===== src/rtl/register_32bits.sv =====
// General-purpose clocked data register with synchronous active-low reset and one cycle of latency.
// Optional even-parity output out_par when REGISTER_32BITS_PARITY_EN is defined.
module register_32bits #(
    parameter int               WIDTH       = 32,
    parameter logic [WIDTH-1:0] RESET_VALUE = {WIDTH{1'b0}}
) (
    input  logic             Clk,
    input  logic             Rst_n,
    input  logic [WIDTH-1:0] in,
`ifdef REGISTER_32BITS_PARITY_EN
    output logic             out_par,
`endif
    output logic [WIDTH-1:0] out
);

    logic [WIDTH-1:0] out_reg;
    logic [WIDTH-1:0] out_next;

    // Each bit is its own flop; bit i of in lands on bit i of out with no reordering.
    genvar gi;
    generate
        for (gi = 0; gi < WIDTH; gi++) begin : g_bit
            always_comb begin
                out_next[gi] = in[gi];
            end

            always_ff @(posedge Clk) begin
                if (!Rst_n) begin
                    out_reg[gi] <= RESET_VALUE[gi];
                end else begin
                    out_reg[gi] <= out_next[gi];
                end
            end
        end
    endgenerate

    assign out = out_reg;

`ifdef REGISTER_32BITS_PARITY_EN
    logic par_reg;
    logic par_next;

    // Parity is computed from in, not out, so it settles in the same flop stage as the data.
    always_comb begin
        par_next = ^in;
    end

    always_ff @(posedge Clk) begin
        if (!Rst_n) begin
            par_reg <= ^RESET_VALUE;
        end else begin
            par_reg <= par_next;
        end
    end

    assign out_par = par_reg;
`endif

endmodule


===== config.mk =====
export PLATFORM = sky130hd
export DESIGN_NAME = register_32bits
export DESIGN_NICKNAME = d
export VERILOG_FILES = /design/src/rtl/register_32bits.sv
export SDC_FILE = /design/constraint.sdc
export NUM_CORES = 1
export LEC_CHECK = 0
export BUFFER_PORTS_ARGS = -buffer_cell sky130_fd_sc_hd__buf_2
export CORE_MARGIN = 2
export CORE_UTILIZATION = 38
export DETAILED_ROUTE_END_ITERATION = 12
export GPL_TIMING_DRIVEN = 0
export PLACE_DENSITY = 0.76
export SLEW_MARGIN = 20
export SYNTH_ARGS = -nofsm -noshare
export SYNTH_HDL_FRONTEND = slang
export SYNTH_SLANG_ARGS = --single-unit

===== constraint.sdc =====
create_clock -name Clk -period 0.8 [get_ports Clk]
set_clock_uncertainty 0.2 [all_clocks]
set_input_delay 0.04 -clock Clk [delete_from_list [all_inputs] [get_ports Clk]]
set_output_delay 0.04 -clock Clk [all_outputs]
set_load 0.02 [all_outputs]

==> flow_summary.toml <==
[outcome]
status = "finished with violations"
violations = "hold timing, setup timing"

[pwr]
ir_worst_vdd_mv = 1.74
power.share.sequential_pct = 52.1
power_leakage_nw = 0.763
p_sw_mw = 0.705
combPwrFrac_pct = 13.8
pwr-share-clk_pct = 34.1
p_int_mw = 2.62
p_sw_share_pct = 21.2
power_density_nw_per_um2 = 2110
power_mw = 3.33

[timing]
setup_viol = 32
finalWorstSetupSlack_ps = -216
rsz0062_at_grt = "true"
slew_headroom_pct = 90.9
slew_violations = 0
period_minus_slack_ps = 1020
finalCritPeriodShare_pct = 127
fmax_ghz = 0.985
final_hold_viol_count = 32
tightest_slew_ps = 137
whs_ps = -261

[synth]
yosysWarningCount = 0
synth.avg_cell_area_um2 = 13.4
seq_area_frac_synth_pct = 71.5
syn_inst = 67
ys_seq_elements = 32
synth_cell_types = 3
syn-num-nets = 101
syn-cell-area_um2 = 896

[cts]
cts-root-buf = "clkbuf_4"
cts_buffer_depth = 2
cts_made_buffers = 5
postCtsSetupBuffers = 0
clock-sinks = 32
cts.clk_slew.worst_paths_ps = 90
cts_tree = "yes"
htreeDepth = 2

[global_routing]
grtUsageMet2_pct = 25.4
grt_max_degree = 11
grt_use_total_pct = 14.6
grt_pass1_vias = 693
grt_use_met1_pct = 12.3
antenna_found_initial = 0
grt_overflow = 0
grt_busiest_layer = "met2"
grt_pass1_wl_um = 2730
use_met3_pct = 8.86

[worst_setup_path]
startpoint = "out[18]"
path_cells = "buf_6"
cp_data_arrival_time_ps = 780
cp-start-kind = "flip-flop"
max_stage_delay_ps = 350
required_ps = 560
crit_slowest_cell = "dfxtp_2"
cp-end-kind = "output pin"
cp.depth = 1
crit_type = "reg -> out"
cp_max_fo = 1
crit_family = "flip-flops"
path_buf_inv = 1
worstSetupEndpoint = "out[18]"

[placed_design]
place_congestion = 0.600
dpl.hpwl_um = 1350
dp_cells = 160
port_buffers = 65

[routing]
drc = 0
wl_per_cell_um = 10.4
drt_iter0_drc = 0
routed-via-count = 670
ant_nets = 0
finalWirelength_um = 1740
first_pass_iters = 1
vias_per_cell = 3.99

[floorplan]
die_x_um = 52.6
core_um2 = 2210
fp.dieH_um = 52.6
boundaryPins = 66
die_area_um2 = 2760
rows = 17
initial_utilization_pct = 40.5

[cells_and_area]
drive_gt1_share_pct = 99.3
fillerInstances = 172
nets = 173
final_common_cell = "buf_2"
final_cell_mix = "buf_2 (33), and2_2 (32), dfxtp_2 (32), buf_6 (32), clkbuf_4 (5)"
largest_register_ffs = 32
syn2layout_area_growth_pct = 75.6
final_cells = 168
antenna_cells = 0

[min_path]
min_path_type = "in -> reg"

[run]
maxCapViolCount = 0
## Yosys cell counts
cell type	count	area (um2)
dfxtp_1	32	641
clkbuf_2	3	15.0
and2_2	32	240
## power by group through the flow
| stage | registers [mW] | clock network, mW | logic (mW) |
|---|---|---|---|
| 6_report | 1.73 | 1.13 | 0.458 |
| 5_1_grt | 1.74 | 1.24 | 0.494 |
| 4_1_cts | 1.73 | 1.18 | 0.463 |
| 3_5_place_dp | 1.73 | 0 | 0.364 |
| 3_3_place_gp | 1.73 | 0 | 0.357 |
| 2_1_floorplan | 1.85 | 0 | 0.0817 |
## final cells by class
type                    instances  area [um2]  share of cell area [%]
multi-input cells              32         240                    15.3
clock buffers                   6        41.3                    2.63
well taps                      28        35.0                    2.23
plain buffers                   3        15.0                   0.955
flip-flops and latches         32         681                    43.3
repair buffers                 65         526                    33.4
clock inverters                 2        35.0                    2.23
## per-layer routing
| metal | up-vias | wire length, um |
|---|---|---|
| li1 | 343 | - |
| met1 | 284 | 566 |
| met2 | 41 | 954 |
| met3 | 2 | 206 |
| met4 | 0 | 16 |
| met5 | - | 0 |
## cell families after synthesis
group         Yosys count  synth area share [%]
buf+inv                 3                  1.68
flops                  32                  71.5
simple gates           32                  26.8
## how the worst min path moves through the flow
stage                       from  slack (ps)  endpoint  depth (start not counted)
after floorplan            in[0]         -20    out[0]                          1
after global placement     in[0]          60    out[0]                          2
after detailed placement  in[17]          60   out[17]                          2
after CTS                 in[14]        -280   out[14]                          2
after global routing      in[27]        -290   out[27]                          2
final                     in[14]        -260   out[14]                          2
## metrics by stage
step	TNS [ps]	cell area, um2	util (%)	worst slack (ps)
floorplan	0	896	-	165
global placement	-355	1260	56.8	-22.3
detailed placement	-842	1260	56.8	-54.9
CTS	-6780	1570	71.1	-225
global route	-7450	1570	71.1	-259
finish	-6220	1570	71.1	-216
## repair_timing
item / CTS / global route
gates resized for setup: 96 / 0
setup endpoints to repair: 32 / 32
hold endpoints to repair: 32 / 32
No activity file was read; power rests on OpenSTA's default activity.
